===== src/rtl/rv_issue_ctrl_pkg.sv =====
// Shared definitions for the RV32I issue controller.
//   - RV32I major opcode constants used by the decoder.
//   - instr_class_t : issue class of an instruction, carried with it into the issue slot.
//   - issue_state_t : control-flow serialisation state of the issue controller.
//   - uses_rs1 / uses_rs2 : which source registers a class reads.
package rv_issue_ctrl_pkg;

    localparam logic [6:0] OPC_OP     = 7'b0110011;
    localparam logic [6:0] OPC_OP_IMM = 7'b0010011;
    localparam logic [6:0] OPC_LOAD   = 7'b0000011;
    localparam logic [6:0] OPC_STORE  = 7'b0100011;
    localparam logic [6:0] OPC_BRANCH = 7'b1100011;
    localparam logic [6:0] OPC_JAL    = 7'b1101111;
    localparam logic [6:0] OPC_JALR   = 7'b1100111;
    localparam logic [6:0] OPC_LUI    = 7'b0110111;
    localparam logic [6:0] OPC_AUIPC  = 7'b0010111;

    typedef enum logic [3:0] {
        C_R, C_I, C_IL, C_S, C_SB, C_J, C_JALR, C_LUI, C_AUIPC, C_ILL
    } instr_class_t;

    typedef enum logic [1:0] {
        RUN, BR_WAIT, FLUSH
    } issue_state_t;

    function automatic logic uses_rs1(instr_class_t c);
        return (c == C_R) || (c == C_S) || (c == C_SB) ||
               (c == C_I) || (c == C_IL) || (c == C_JALR);
    endfunction

    function automatic logic uses_rs2(instr_class_t c);
        return (c == C_R) || (c == C_S) || (c == C_SB);
    endfunction

endpackage


===== src/rtl/rv_opclass_decode.sv =====
// Purely combinational opcode classifier for RV32I.
//   instr   in  32  raw instruction
//   cls     out 4   issue class (C_ILL for any unknown opcode)
//   rs1/rs2 out 5   source register fields
//   rd      out 5   destination register field
//   use_rs1 out 1   class reads rs1
//   use_rs2 out 1   class reads rs2
module rv_opclass_decode
    import rv_issue_ctrl_pkg::*;
(
    input  logic [31:0]  instr,
    output instr_class_t cls,
    output logic [4:0]   rs1,
    output logic [4:0]   rs2,
    output logic [4:0]   rd,
    output logic         use_rs1,
    output logic         use_rs2
);

    always_comb begin
        cls = C_ILL;
        case (instr[6:0])
            OPC_OP:     cls = C_R;
            OPC_OP_IMM: cls = C_I;
            OPC_LOAD:   cls = C_IL;
            OPC_STORE:  cls = C_S;
            OPC_BRANCH: cls = C_SB;
            OPC_JAL:    cls = C_J;
            OPC_JALR:   cls = C_JALR;
            OPC_LUI:    cls = C_LUI;
            OPC_AUIPC:  cls = C_AUIPC;
            default:    cls = C_ILL;
        endcase
    end

    assign rs1     = instr[19:15];
    assign rs2     = instr[24:20];
    assign rd      = instr[11:7];
    assign use_rs1 = uses_rs1(cls);
    assign use_rs2 = uses_rs2(cls);

endmodule


===== src/rtl/rv_issue_ctrl.sv =====
// In-order issue controller between the fetch buffer and the execute stage.
//   CLK, RES_N            clock (rising edge), asynchronous active-low reset
//   in_valid_i/ready_o    fetch handshake; in_instr_i is the raw instruction
//   iss_valid_o/ready_i   single-entry issue slot handshake; iss_instr_o, iss_class_o
//   ld_done_i, ld_rd_i    load writeback: clears busy[ld_rd_i], retires one load
//   br_resolve_i/taken_i  branch/jump outcome, honoured only in BR_WAIT
//   flush_o               one-cycle pulse after a taken branch/jump
//   illegal_o             one-cycle pulse after an unknown opcode was consumed
//   busy_o                per-register pending-load scoreboard (bit 0 always 0)
//   stall_cnt_o           saturating count of cycles with in_valid_i && !in_ready_o
module rv_issue_ctrl
    import rv_issue_ctrl_pkg::*;
#(
    parameter int unsigned MAX_LD = 4,
    parameter int unsigned CNT_W  = 16
) (
    input  logic             CLK,
    input  logic             RES_N,
    input  logic             in_valid_i,
    output logic             in_ready_o,
    input  logic [31:0]      in_instr_i,
    output logic             iss_valid_o,
    input  logic             iss_ready_i,
    output logic [31:0]      iss_instr_o,
    output instr_class_t     iss_class_o,
    input  logic             ld_done_i,
    input  logic [4:0]       ld_rd_i,
    input  logic             br_resolve_i,
    input  logic             br_taken_i,
    output logic             flush_o,
    output logic             illegal_o,
    output logic [31:0]      busy_o,
    output logic [CNT_W-1:0] stall_cnt_o
);

    localparam logic [3:0] LdMax = 4'(MAX_LD);

    instr_class_t dec_cls;
    logic [4:0]   dec_rs1, dec_rs2, dec_rd;
    logic         dec_use_rs1, dec_use_rs2;

    rv_opclass_decode u_decode (
        .instr   (in_instr_i),
        .cls     (dec_cls),
        .rs1     (dec_rs1),
        .rs2     (dec_rs2),
        .rd      (dec_rd),
        .use_rs1 (dec_use_rs1),
        .use_rs2 (dec_use_rs2)
    );

    issue_state_t     state_q, state_d;
    logic             slot_valid_q;
    logic [31:0]      slot_instr_q;
    instr_class_t     slot_cls_q;
    logic [31:0]      busy_q, busy_d;
    logic [3:0]       ld_cnt_q, ld_cnt_d;
    logic             illegal_q;
    logic [CNT_W-1:0] stall_cnt_q;

    logic hazard, ld_full, ready, accept, ld_accept, is_ctrl;

    always_comb begin
        hazard    = (dec_use_rs1 && busy_q[dec_rs1]) || (dec_use_rs2 && busy_q[dec_rs2]);
        ld_full   = (dec_cls == C_IL) && (ld_cnt_q == LdMax);
        // RES_N term keeps in_ready_o low while reset is held.
        ready     = RES_N && (state_q == RUN) && (!slot_valid_q || iss_ready_i)
                    && !hazard && !ld_full;
        accept    = in_valid_i && ready;
        ld_accept = accept && (dec_cls == C_IL);
        is_ctrl   = (dec_cls == C_SB) || (dec_cls == C_J) || (dec_cls == C_JALR);
    end

    // Scoreboard and load counter; a load accepted in the same cycle as a
    // writeback to the same rd leaves the register busy.
    always_comb begin
        busy_d = busy_q;
        if (ld_done_i) busy_d[ld_rd_i] = 1'b0;
        if (ld_accept && dec_rd != 5'd0) busy_d[dec_rd] = 1'b1;
        busy_d[0] = 1'b0;

        ld_cnt_d = ld_cnt_q;
        if (ld_accept && !ld_done_i) begin
            ld_cnt_d = ld_cnt_q + 4'd1;
        end else if (!ld_accept && ld_done_i && ld_cnt_q != 4'd0) begin
            ld_cnt_d = ld_cnt_q - 4'd1;
        end
    end

    always_comb begin
        state_d = state_q;
        unique case (state_q)
            RUN:     if (accept && is_ctrl) state_d = BR_WAIT;
            BR_WAIT: if (br_resolve_i) state_d = br_taken_i ? FLUSH : RUN;
            FLUSH:   state_d = RUN;
            default: state_d = RUN;
        endcase
    end

    always_ff @(posedge CLK or negedge RES_N) begin
        if (!RES_N) begin
            state_q      <= RUN;
            slot_valid_q <= 1'b0;
            slot_instr_q <= 32'd0;
            slot_cls_q   <= C_R;
            busy_q       <= 32'd0;
            ld_cnt_q     <= 4'd0;
            illegal_q    <= 1'b0;
            stall_cnt_q  <= '0;
        end else begin
            state_q   <= state_d;
            busy_q    <= busy_d;
            ld_cnt_q  <= ld_cnt_d;
            illegal_q <= accept && (dec_cls == C_ILL);
            // Illegal instructions are consumed without occupying the slot.
            if (accept && dec_cls != C_ILL) begin
                slot_valid_q <= 1'b1;
                slot_instr_q <= in_instr_i;
                slot_cls_q   <= dec_cls;
            end else if (iss_ready_i) begin
                slot_valid_q <= 1'b0;
            end
            if (in_valid_i && !ready && stall_cnt_q != '1) begin
                stall_cnt_q <= stall_cnt_q + CNT_W'(1);
            end
        end
    end

    assign in_ready_o  = ready;
    assign iss_valid_o = slot_valid_q;
    assign iss_instr_o = slot_instr_q;
    assign iss_class_o = slot_cls_q;
    assign flush_o     = (state_q == FLUSH);
    assign illegal_o   = illegal_q;
    assign busy_o      = busy_q;
    assign stall_cnt_o = stall_cnt_q;

endmodule


===== config.mk =====
export PLATFORM = sky130hd
export DESIGN_NAME = rv_issue_ctrl
export DESIGN_NICKNAME = d
export VERILOG_FILES = /design/src/rtl/rv_issue_ctrl_pkg.sv /design/src/rtl/rv_opclass_decode.sv /design/src/rtl/rv_issue_ctrl.sv
export SDC_FILE = /design/constraint.sdc
export NUM_CORES = 1
export LEC_CHECK = 0
export BUFFER_PORTS_ARGS = -buffer_cell sky130_fd_sc_hd__buf_2
export CELL_PAD_IN_SITES_DETAIL_PLACEMENT = 0
export CELL_PAD_IN_SITES_GLOBAL_PLACEMENT = 1
export CORE_ASPECT_RATIO = 0.7
export CORE_MARGIN = 1.5
export CORE_UTILIZATION = 25
export CTS_BUF_LIST = sky130_fd_sc_hd__clkbuf_16
export CTS_CLUSTER_DIAMETER = 100
export DETAILED_ROUTE_END_ITERATION = 8
export PLACE_DENSITY_LB_ADDON = 0.1
export SLEW_MARGIN = 20
export SYNTH_ARGS = -nofsm -noshare
export SYNTH_HDL_FRONTEND = slang
export SYNTH_SLANG_ARGS = --single-unit

===== constraint.sdc =====
create_clock -name CLK -period 4 [get_ports CLK]
set_clock_uncertainty 0.2 [all_clocks]
set_input_delay 0 -clock CLK [delete_from_list [all_inputs] [get_ports CLK]]
set_output_delay 0 -clock CLK [all_outputs]
set_load 0.02 [all_outputs]

* Yosys cells after proc, flatten, opt, wreduce, memory -nomap -nowiden
Cells that the tools add are included.
Operators by class: reduce and logical (&&, ||, !) cells 42, bitwise logic cells 3, $add $sub $neg 3, eq/ne operators 23, multiplexer cells 19, order comparisons 6
Operators with widths (number):
- two-way mux 32 bit | 2
- one-hot mux 4 bit (9 select lines) | 1
- bitwise AND 32 bit | 1
- NOT 32 bit | 1
- bitwise OR 32 bit | 1
- less-than comparator 5 x 6 -> 1 bit (second input constant) | 4
- == test 7 x 6 -> 1 bit (second input constant) | 3
- == test 7 bit (second input constant) | 3
- logical AND 1 bit | 20
- adder 16 x 1 -> 16 bit (second input constant) | 1
- == test 4 x 3 -> 1 bit (second input constant) | 4
- inequality test 16 bit (second input constant) | 1
- == test 7 x 5 -> 1 bit (second input constant) | 2
- binary-select mux 1 bit (select 5 bit) | 2
- demux 1 bit (select 5 bit) | 2
- >= comparator 5 x 1 -> 1 bit (second input constant) | 2
- logical OR 1 bit | 9
- == test 4 x 2 -> 1 bit (second input constant) | 2
- two-way mux 4 bit | 2
- == test 7 x 2 -> 1 bit (second input constant) | 1
- logical NOT 1 bit | 6
- two-way mux 1 bit | 6
- two-way mux 2 bit | 3
- nonzero test 5 bit | 1
- 15 further kinds | 16
Storage, ports and cells: word-level logic and storage cells 104, register bits 91

* Depth between registers and ports, before layout
Gate-level depths: netlist of the first run.
depth in word-level cells 20, mapped depth 13, gate-level depth less buffers 12

* Cells and area by module
Synthesis of the first run repeated with hierarchy kept, for this count alone.
Unflattened totals: cells, all modules 433, area, all modules 4933.5 um2
Modules (own cells, without submodules):
- rv_issue_ctrl | area an instance 4635.7 um2, cells an instance 390, times used 1
- rv_opclass_decode | area an instance 297.8 um2, cells an instance 43, times used 1

* Worst setup path before layout of the first run
Ideal clock, no wire load.
path kind register -> register, start point register busy_q[7] (netlist: busy_o[7]), end point register ld_cnt_q[3], slack 679 ps, library setup time 123 ps, period minus slack after synthesis 3321 ps, data required time 3677 ps, arrival 2998 ps, path buffers 0, cell stages (with the launch flop) 13, cell sequence dfrtp_1 mux4_2 or4b_1 o21ai_1 nor4_1 or3b_2 ha_1 a21o_1 a21oi_1 nand2_1 nor3_1 nor2_1 xnor2_1
On the way: longest elaborated chain between the ends 13, elaborated cells between the ends (all ways) 18, classes of those cells mux: 5; reduce/logical: 13
RTL lines:
- from (decl) | line rv_issue_ctrl.sv:56 | logic [31:0] busy_q, busy_d;
- from (signal assigned) | line rv_issue_ctrl.sv:112 | busy_q <= busy_d;
- binary-select mux 1 bit (select 5 bit) | line rv_issue_ctrl.sv:64 | hazard = (dec_use_rs1 && busy_q[dec_rs1]) || (dec_use_rs2 && busy_q[dec_rs2]);
- two-way mux 1 bit (implied by the code) | line rv_issue_ctrl.sv:64
- logical AND 1 bit | line rv_issue_ctrl.sv:64
- logical OR 1 bit (*) | line rv_issue_ctrl.sv:64
- logical NOT 1 bit (*) | line rv_issue_ctrl.sv:68 | && !hazard && !ld_full;
- logical AND 1 bit (*) (2 in series) | line rv_issue_ctrl.sv:68
- logical AND 1 bit (*) | line rv_issue_ctrl.sv:69 | accept = in_valid_i && ready;
- logical AND 1 bit (*) | line rv_issue_ctrl.sv:70 | ld_accept = accept && (dec_cls == C_IL);
- logical NOT 1 bit | line rv_issue_ctrl.sv:85 | end else if (!ld_accept && ld_done_i && ld_cnt_q != 4'd0) begin
- logical AND 1 bit (2 in series) | line rv_issue_ctrl.sv:85
- nonzero test 2 bit (no source line)
- to (signal assigned) | line rv_issue_ctrl.sv:113 | ld_cnt_q <= ld_cnt_d;
- to (decl) | line rv_issue_ctrl.sv:57 | logic [3:0] ld_cnt_q, ld_cnt_d;
Every way passes the cells marked *; elsewhere a longest branch is shown, timed or not. The select of a mux whose other input is x is not followed. A chain may end at the register's enable or synchronous reset.

* Worst setup path after layout of the first run
start point input port in_instr_i[17], end point register state_q[0]
On the way: longest elaborated chain between the ends 11
RTL lines:
- from (decl) | line rv_issue_ctrl.sv:21 | input logic [31:0] in_instr_i,
- binary-select mux 1 bit (select 5 bit) | line rv_issue_ctrl.sv:64
- two-way mux 1 bit (implied by the code) | line rv_issue_ctrl.sv:64
- logical AND 1 bit | line rv_issue_ctrl.sv:64
- logical OR 1 bit | line rv_issue_ctrl.sv:64
- logical NOT 1 bit | line rv_issue_ctrl.sv:68
- logical AND 1 bit (2 in series) | line rv_issue_ctrl.sv:68
- logical AND 1 bit | line rv_issue_ctrl.sv:69
- logical AND 1 bit | line rv_issue_ctrl.sv:93 | RUN: if (accept && is_ctrl) state_d = BR_WAIT;
- inequality test 2 x 1 -> 1 bit (no source line)
- AND reduction 2 bit (no source line)
- to (signal assigned) | line rv_issue_ctrl.sv:111 | state_q <= state_d;
- to (decl) | line rv_issue_ctrl.sv:52 | issue_state_t state_q, state_d;
Every way passes these cells. The select of a mux whose other input is x is not followed.

==> key figures, run 1 <==
Worst setup path
  • Critical path data required time: 4080 ps
  • CP top delay family: buffers and inverters
  • Critical path class: input port to flip-flop
  • CP peak stage delay: 600 ps
  • Slowest stage cell, crit path: dlygate4sd3_1
  • Most frequent CP cell: dlygate4sd3_1
  • Reg2Reg Setup Slack: 420 ps
  • Worst r2r path cells: 9
  • Worst Path Buf+Inv: 4
  • CP endpoint kind: flip-flop
  • CP cell instances: dlygate4sd3_1, buf_2, mux4_2, or4b_1, o21ai_1, nor4_2, nor3_1, nand4_1, buf_4, o41ai_1, dlygate4sd3_1
  • Critical R2R Capture: state_q[0]
  • Crit Reg-Reg Startpoint: busy_o[7]
  • CP arrival: 3780 ps
  • CP Max Fanout: 36
  • CP startpoint kind: input port
  • Worst setup path start: in_instr_i[17]

Placed design
  • Placed Area: 5652 um^2
  • Post-DP HPWL: 11440 um
  • Routability Congestion: 0.8196
  • Cell Count Post-Placement: 804
  • Port bufs: 130

Synth
  • Syn Std Cell Area: 4755 um^2
  • Prevailing post-synth register cell: dfrtp_1
  • Async S/R FF share, synth: 100.0%
  • Most common cell in the netlist: dfrtp_1
  • Syn_nets: 501
  • Syn avg cell area: 10.50 um^2
  • Syn. warnings: 0
  • Cells after synthesis: 453
  • Yosys top cell by area: dfrtp_1
  • Unique masters post-synth: 58
  • Commonest cells in the netlist: dfrtp_1 (91), o21ai_0 (60), nand2_1 (34), mux2_2 (31)
  • FF+latch count, synth: 91
  • Register area share after synthesis: 47.89%
  • Top cell type's share of synthesized area: 47.89%
  • Post-synth EDFFs: 0
  • Ranking of synthesized cells by area: dfrtp_1 (48%), mux2_2 (7.3%), o21ai_0 (6.3%)

Floorplanning
  • Placeable Area: 18310 um^2
  • Die area: 19870 um^2
  • Row Count: 41
  • Starting Density: 25.96%
  • Num ports: 132
  • Die Ht: 118.4 um
  • Die W: 167.8 um

Drt
  • Iteration-0 DRC count of the detailed router: 219
  • Routed WL: 15830 um
  • Vias per cell: 4.871
  • # DRC: 0
  • Routed Antenna Nets: 0
  • DR vias: 4233
  • WL per Instance: 18.21 um
  • DRT Pass-1 Iters: 4

Hold path
  • HP Start: in_instr_i[22]
  • WHS Endpoint: iss_instr_o[22]
  • HP Class: input port to flip-flop
  • Worst hold stages: 2

Timing
  • Final-report max-slew violation count: 0
  • Final Hold Viols: 0
  • Setup Viol. Count Final: 0
  • Slew margin rel.: 45.43%
  • TNS Setup: 0 ps
  • Hold_ws: 57.63 ps
  • Crit share post-route: 92.39%
  • Final min period: 3696 ps
  • Fmax: 270.6 MHz
  • RSZ-0062 raised after global routing: false
  • Worst-margin pin slew: 811.1 ps

Clocking
  • H-tree Lvls: 3
  • Clk buf depth: 2
  • CTS Buf Count: 9
  • Clk sinks: 91
  • Clk_lat worst skew: 350 ps
  • Reg clk slew, reported paths: 60 ps
  • CTS tree: yes
  • Root buf cell: clkbuf_16
  • Post-CTS setup repair buffer count: 0

Layout
  • Layout fillers: 1849
  • Area grow syn2layout: 35.00%
  • Finished Layout Cells: 869
  • Antenna cells: 0
  • Final-stage net count: 676
  • Finished Cell Area: 6419 um^2
  • Share of layout cells above drive strength 1: 31.91%

Power
  • Power per standard cell area: 403.7 nW/um^2
  • Peak supply drop: 0.1744 mV
  • Total power: 0.002591 W
  • P_leak: 3.009 nW

Global route
  • Remaining global-route overflow: 0
  • Largest net degree at the start of global routing: 59
  • Initial antenna violation count: 0
  • All-layer global routing usage: 16.29%
  • Vias in the first global route: 4018
  • First-pass GRT wire length: 24360 um

Flow run
  • Max cap viols: 0

Outcome
  • Status: complete, no violations
==> layout by cell type (no fill, tap or decap), drive strengths merged, types with 6 or more instances in the layout <==
cell type	instances
nor2b	12
clkbuf	9
mux2i	19
o21ai	68
buf	136
and3	8
nor2	21
dlygate4sd3	49
or3	6
nand2	34
xnor2	17
dfrtp	91
nand3b	12
nand3	21
mux2	32
nand4	13
inv	7
==> through the flow <==
stage	util (%)	setup slack (ps)
after floorplan	-	679.2
after detailed placement	30.86	578.2
after global placement	30.86	610.9
after global routing	35.05	38.43
final	35.05	304.3
after CTS	35.01	153.8
==> metal layers <==
metal	vias up	routed length (um)	GRT usage (%)
li1	2012	-	-
met1	2093	7829	23.41
met2	114	6888	23.93
met3	14	910	4.287
met4	0	196	4.392
met5	-	0	0
==> cell families (layout without fill, tap and decap cells) <==
logic type      count (synthesis)  after routing  share of synthesized area [%]
simple gates                  158            158                          18.39
compound gates                 99             99                          12.66
flops                          91             91                          47.89
mux                            56             56                          14.03
buf+inv                        26            206                          2.421
xor+xnor                       18             18                          3.316
fa+ha+maj                       4              4                          1.211
other cells                     1              1                        0.07887
==> power breakdown <==
| part | switching, W | internal (W) | leakage, nW |
|---|---|---|---|
| registers | 0.000102 | 0.00104 | 1.21 |
| clock network | 0.000377 | 0.000419 | 0.131 |
| logic | 0.000368 | 0.000280 | 1.67 |
==> worst max path at each step <==
stage	endpoint	slack [ps]	depth (start not counted)
finish	state_q[0]	300	11
global route	state_q[0]	40	11
CTS	state_q[0]	150	12
detailed placement	ld_cnt_q[3]	580	12
global placement	ld_cnt_q[3]	610	12
floorplan	ld_cnt_q[3]	680	12
==> state kept, by name, summed over array words and instances, names as in the netlist <==
name	count
iss_instr_o	32
busy_o	31
stall_cnt_o	16
iss_class_o	4
ld_cnt_q	4
state_q	2
illegal_o	1
iss_valid_o	1
==> layout make-up <==
cell class	count	area, um^2	area share [%]
well taps	236	295.3	4.600
inverters	5	18.77	0.2924
clock buffers	9	225.2	3.509
flip-flops and latches	91	2277	35.48
repair buffers	185	1189	18.52
clock inverters	7	45.04	0.7018
multi-input cells	336	2369	36.90
==> timing repair <==
item / CTS / global route
hold buffers: 49 / 0
resized for setup: 0 / 1
endpoints found under the setup margin: 0 / 2
hold endpoints to repair: 117 / 0
Power figures use the tool's default switching activity.
==> run 2, diff against run 1 <==
--- a/config.mk
+++ b/config.mk
@@ -14,7 +14,9 @@
 export CTS_BUF_LIST = sky130_fd_sc_hd__clkbuf_16
 export CTS_CLUSTER_DIAMETER = 100
 export DETAILED_ROUTE_END_ITERATION = 8
+export GPL_TIMING_DRIVEN = 0
 export PLACE_DENSITY_LB_ADDON = 0.1
+export SETUP_SLACK_MARGIN = 0.4
 export SLEW_MARGIN = 20
 export SYNTH_ARGS = -nofsm -noshare
 export SYNTH_HDL_FRONTEND = slang
==> key figures, run 2 (synthesis gave the netlist of run 1 again) <==
Outcome
  • Status: finished, violations left
  • Violated checks: negative hold slack

Global route
  • Initial antenna violation count: 0 (unchanged)
  • All-layer global routing usage: 16.71% (+0.42 points)
  • Remaining global-route overflow: 0 (unchanged)
  • First-pass GRT wire length: 25030 um (+2.8%)
  • Vias in the first global route: 4278 (+6.5%)
  • Largest net degree at the start of global routing: 50 (-15%)

Clocking
  • CTS tree: yes
  • Clk buf depth: 2 (unchanged)
  • Clk_lat worst skew: 350 ps (about the same)
  • H-tree Lvls: 3 (unchanged)
  • Reg clk slew, reported paths: 70 ps (about the same)
  • Clk sinks: 91 (unchanged)
  • CTS Buf Count: 9 (unchanged)
  • Root buf cell: clkbuf_16

Worst setup path
  • CP top delay family: simple AND/OR/NAND/NOR gates
  • Critical path data required time: 4040 ps (-40 ps)
  • CP peak stage delay: 490 ps (-110 ps)
  • CP Max Fanout: 4 (-89%)
  • Critical R2R Capture: ld_cnt_q[3]
  • Worst Setup EP: ld_cnt_q[3]
  • CP cell instances: mux4_2, or4b_1, o21ai_1, nor4_2, or3b_4, ha_1, a21o_1, a21oi_1, nand2_1, nor3_1, nor2_1, xnor2_1
  • Critical path class: flip-flop to flip-flop
  • Reg2Reg Setup Slack: 600 ps (+180 ps)
  • Worst Path Buf+Inv: 0 (-4)
  • Crit path depth: 12 (+1)
  • CP startpoint kind: flip-flop
  • CP endpoint kind: flip-flop
  • Worst r2r path cells: 12 (+3)
  • Slowest stage cell, crit path: mux4_2
  • Worst setup path start: busy_o[7]
  • Crit Reg-Reg Startpoint: busy_o[7]
  • CP arrival: 3440 ps (-340 ps)

Hold path
  • HP Class: input port to asynchronous set/reset pin

Timing
  • Setup Viol. Count Final: 0 (unchanged)
  • Worst-margin pin slew: 812.6 ps (+1.481 ps)
  • Final-report max-slew violation count: 0 (unchanged)
  • Slew margin rel.: 45.33% (-0.10 points)
  • Final Hold Viols: 5 (+5)
  • Crit share post-route: 85.00% (-7.4 points)
  • Final min period: 3400 ps (-295.9 ps)
  • RSZ-0062 raised after global routing: false
  • Hold_ws: -4.066 ps (-61.69 ps)
  • Fmax: 294.1 MHz (+8.7%)

Layout
  • Layout fillers: 1894 (+2.4%)
  • Multi-input logic area: 2376 um^2 (+0.32%)
  • Final-stage net count: 687 (+1.6%)
  • Commonest non-fill, non-tap cell in the layout: buf_2
  • Finished Cell Area: 6515 um^2 (+1.5%)
  • Share of layout cells above drive strength 1: 32.30% (+0.39 points)
  • Most frequent cells in the layout: buf_2 (129), dfrtp_1 (91), o21ai_0 (60)
  • Register area: 2277 um^2 (unchanged)
  • Area grow syn2layout: 37.03%
  • Max reg flops: 32 (unchanged)
  • Antenna cells: 0 (unchanged)
  • Finished Layout Cells: 880 (+1.3%)

Floorplanning
  • Placeable Area: 18310 um^2 (unchanged)
  • Die Ht: 118.4 um (unchanged)
  • Row Count: 41 (unchanged)
  • Die W: 167.8 um (unchanged)
  • Starting Density: 25.96% (unchanged)
  • Die area: 19870 um^2 (unchanged)
  • Num ports: 132 (unchanged)

Placed design
  • Post-DP HPWL: 11760 um (+2.8%)
  • Cell Count Post-Placement: 815 (+1.4%)
  • Routability Congestion: 0.8223 (+0.33%)
  • Placed Area: 5709 um^2 (+1.0%)
  • Port bufs: 125 (-3.8%)

Drt
  • Vias per cell: 4.893 (+0.45%)
  • DR vias: 4306 (+1.7%)
  • WL per Instance: 18.41 um (+1.1%)
  • DRT Pass-1 Iters: 4 (unchanged)
  • Routed WL: 16200 um (+2.4%)
  • # DRC: 0 (unchanged)
  • Routed Antenna Nets: 0 (unchanged)
  • Iteration-0 DRC count of the detailed router: 314 (+43%)

Power
  • P_leak: 3.030 nW (+0.69%)
  • Power per standard cell area: 408.8 nW/um^2 (+1.3%)
  • Peak supply drop: 0.1895 mV (+8.7%)

Flow run
  • Max cap viols: 0 (unchanged)
==> run 2: worst min-delay path: stages <==
cell and delay (ps):
dlygate4sd3_1 540, buf_6 150, buf_16 230
==> run 2: layout make-up <==
class / count / area share (%)
plain buffers: 21 / 1.479
repair buffers: 175 / 17.73
well taps: 236 / 4.532
flip-flops and latches: 91 / 34.95
multi-input cells: 336 / 36.47
clock buffers: 9 / 3.457
clock inverters: 7 / 1.095
inverters: 5 / 0.2881
==> run 2: where the power goes <==
group | total, W | switching [W] | internal, W
clock network | 0.000867 | 0.000426 | 0.000441
logic | 0.000653 | 0.000371 | 0.000283
registers | 0.00114 | 0.0000993 | 0.00104
total | 0.00266 | 0.000896 | 0.00177
==> run 2: stage by stage <==
stage	utilization, %	worst slack (ps)	setup TNS [ps]	power (W)
floorplan	-	679.2	0	0.001539
global placement	30.99	-604.8	-6161	0.001769
detailed placement	31.17	520.6	0	0.001784
CTS	35.29	497.5	0	0.002712
global route	35.57	431.4	0	0.002819
finish	35.57	600.2	0	0.002664
==> run 2: worst min-delay path by stage <==
| stage | startpoint | end | slack (ps) |
|---|---|---|---|
| after detailed placement | RES_N | iss_instr_o[24] | -240 |
| after global routing | RES_N | iss_instr_o[22] | 20 |
| after global placement | in_instr_i[13] | iss_instr_o[13] | 30 |
| after CTS | RES_N | iss_instr_o[27] | 6 |
| final | RES_N | iss_instr_o[22] | -4 |
| after floorplan | RES_N | busy_o[10] | -500 |
==> run 2: timing repair <==
action,CTS,global route
setup endpoints to repair,0,15
resized for setup,0,3
endpoints found under the hold margin,156,0
hold buffers,44,0
buffers inserted,0,5
==> run 2: per-layer routing <==
metal / up-vias / share of wire [%] / global-route usage (%)
met4: 0 / 1.5 / 4.561
met5: - / 0 / 0
met3: 17 / 5.4 / 3.851
met1: 2115 / 51 / 24.54
li1: 2040 / - / -
met2: 134 / 42 / 24.27
==> run 3, diff against run 2 <==
==> constraint.sdc (replaced) <==
create_clock -name CLK -period 3.49 [get_ports CLK]
set_clock_uncertainty 0.2 [all_clocks]
set_input_delay 0 -clock CLK [delete_from_list [all_inputs] [get_ports CLK]]
set_output_delay 0 -clock CLK [all_outputs]
set_load 0.02 [all_outputs]
==> key figures, run 3 (synthesis gave the netlist of run 1 again) <==
Layout
  • Final-stage net count: 692 (+0.73%)
  • Max reg flops: 32 (unchanged)
  • Commonest non-fill, non-tap cell in the layout: buf_2
  • Finished Layout Cells: 885 (+0.57%)
  • Antenna cells: 0 (unchanged)
  • Area grow syn2layout: 40.00%
  • Share of layout cells above drive strength 1: 35.29% (+3.0 points)
  • Most frequent cells in the layout: buf_2 (128), dfrtp_1 (86), o21ai_0 (52)

Timing
  • Final-report max-slew violation count: 0 (unchanged)
  • Setup Viol. Count Final: 0 (unchanged)
  • Final Hold Viols: 0 (-5)
  • Slew margin rel.: 39.80% (-5.5 points)
  • Worst-margin pin slew: 894.8 ps (+82.23 ps)
  • RSZ-0062 raised after global routing: true
  • Final min period: 3238 ps (-161.8 ps)
  • Crit share post-route: 92.78% (+7.8 points)
  • Fmax: 308.8 MHz (+5.0%)

Floorplanning
  • Row Count: 41 (unchanged)
  • Die Ht: 118.4 um (unchanged)
  • Num ports: 132 (unchanged)
  • Starting Density: 25.96% (unchanged)
  • Die area: 19870 um^2 (unchanged)
  • Placeable Area: 18310 um^2 (unchanged)
  • Die W: 167.8 um (unchanged)

Power
  • Switching share of power: 32.37% (-1.3 points)
  • Total power: 0.003118 W (+17%)
  • Int Power: 0.002109 W (+19%)
  • Psw: 0.001009 W (+13%)
  • Power per standard cell area: 468.4 nW/um^2 (+15%)
  • Peak supply drop: 0.2004 mV (+5.7%)
  • Flop pwr share: 42.2% (-0.7 points)
  • P_leak: 3.073 nW (+1.4%)
  • Combinational share of power: 24.8% (+0.3 points)
  • Clock power frac: 33.0% (+0.4 points)

Placed design
  • Cell Count Post-Placement: 815 (unchanged)
  • Post-DP HPWL: 11740 um (-0.13%)
  • Routability Congestion: 0.8337 (+1.4%)
  • Port bufs: 125 (unchanged)

Global route
  • All-layer global routing usage: 16.67% (-0.041 points)
  • Largest net degree at the start of global routing: 50 (unchanged)
  • First-pass GRT wire length: 25130 um (+0.38%)
  • Initial antenna violation count: 0 (unchanged)
  • Remaining global-route overflow: 0 (unchanged)
  • Vias in the first global route: 4269 (-0.21%)

Flow run
  • Max cap viols: 0 (unchanged)

Clocking
  • Reg clk slew, reported paths: 70 ps (about the same)
  • Clk_lat worst skew: 350 ps (about the same)
  • CTS tree: yes
  • CTS Buf Count: 9 (unchanged)
  • H-tree Lvls: 3 (unchanged)
  • Clk sinks: 91 (unchanged)
  • Root buf cell: clkbuf_16
  • Clk buf depth: 2 (unchanged)

Drt
  • Iteration-0 DRC count of the detailed router: 217 (-31%)
  • WL per Instance: 18.19 um (-1.2%)
  • DRT Pass-1 Iters: 4 (unchanged)
  • Routed Antenna Nets: 0 (unchanged)
  • Routed WL: 16100 um (-0.60%)
  • Vias per cell: 4.922 (+0.59%)
  • DR vias: 4356 (+1.2%)
  • # DRC: 0 (unchanged)

Worst setup path
  • Crit Reg-Reg Startpoint: busy_o[3]
  • CP arrival: 3260 ps (-180 ps)
  • Critical path data required time: 3510 ps (-530 ps)
  • CP startpoint kind: flip-flop
  • CP endpoint kind: flip-flop
  • Worst setup path start: busy_o[3]
  • CP Max Fanout: 4 (unchanged)
  • Critical path class: flip-flop to flip-flop

Outcome
  • Status: complete, no violations

Hold path
  • HP Class: input port to asynchronous set/reset pin
-- run 3: changes by cell type in the layout (fill, tap and decap cells not counted), sizes merged --
| cell | change |
|---|---|
| clkinvlp | -1 |
| bufinv | +1 |
| buf | +4 |
| dlygate4sd3 | +1 |
-- run 3: through the flow --
stage                     hold slack (ps)  utilization [%]  instance area (um^2)  worst slack (ps)  setup TNS, ps
after CTS                           6.496            36.31                  6649             222.3              0
after global placement              32.84            31.15                  5705            -920.8         -44200
after floorplan                    -495.6                -                  4785             310.8              0
final                               13.90            36.35                  6656             252.0              0
after detailed placement           -236.2            31.34                  5739             71.03              0
after global routing                34.99            36.35                  6656             143.3              0
-- run 3: worst max-delay path: stages (launching register included) --
cell      delay [ps]
dfrtp_2          430
mux4_2           470
or4b_4           490
o21ai_2          100
nor4_4            90
or3b_4           430
buf_4            170
fa_2             330
xor2_1           160
o221ai_1         170
o21ai_1           90
-- run 3: repair_timing --
action	CTS	global route
setup buffers	9	0
endpoints found under the hold margin	156	0
pin swaps	4	2
hold buffers	45	0
endpoints found under the setup margin	69	36
gates resized for setup	22	4
-- run 3: power by group through the flow --
| stage | clock network, W | registers [W] | logic (W) |
|---|---|---|---|
| floorplan | 0 | 0.00147 | 0.000305 |
| global placement | 0 | 0.00133 | 0.000714 |
| detailed placement | 0 | 0.00134 | 0.000723 |
| CTS | 0.00107 | 0.00132 | 0.000782 |
| global route | 0.00112 | 0.00134 | 0.000851 |
| finish | 0.00103 | 0.00132 | 0.000774 |
-- run 3: path summary, 6_finish.rpt --
| check | endpoint | slack (ps) | cells past startpoint |
|---|---|---|---|
| worst min register to register | iss_instr_o[0] | 270 | 1 |
| worst max-delay path | ld_cnt_q[2] | 250 | 10 |
| worst max register to register | ld_cnt_q[2] | 250 | 10 |
| min in group CLK | illegal_o | 20 | 4 |
| worst min-delay path | iss_instr_o[25] | 10 | 3 |
| max in group asynchronous | busy_o[10] | 2810 | 3 |
-- run 3: layer usage --
metal | vias to the layer above | global-route usage (%) | share of wire, %
li1 | 2057 | - | -
met1 | 2164 | 25.76 | 53
met2 | 129 | 23.54 | 42
met3 | 6 | 3.550 | 5.0
met4 | 0 | 3.097 | 0.60
met5 | - | 0 | 0
-- run 3: cell type report --
cell class / instances / area, um^2
inverter: 5 / 21.27
multi-input combinational: 336 / 2447
clock inverter: 7 / 82.58
clock buffer: 9 / 225.2
tap: 236 / 295.3
sequential: 91 / 2283
buffer: 21 / 106.4
timing repair buffer: 180 / 1195
fill: 1855 / 11660
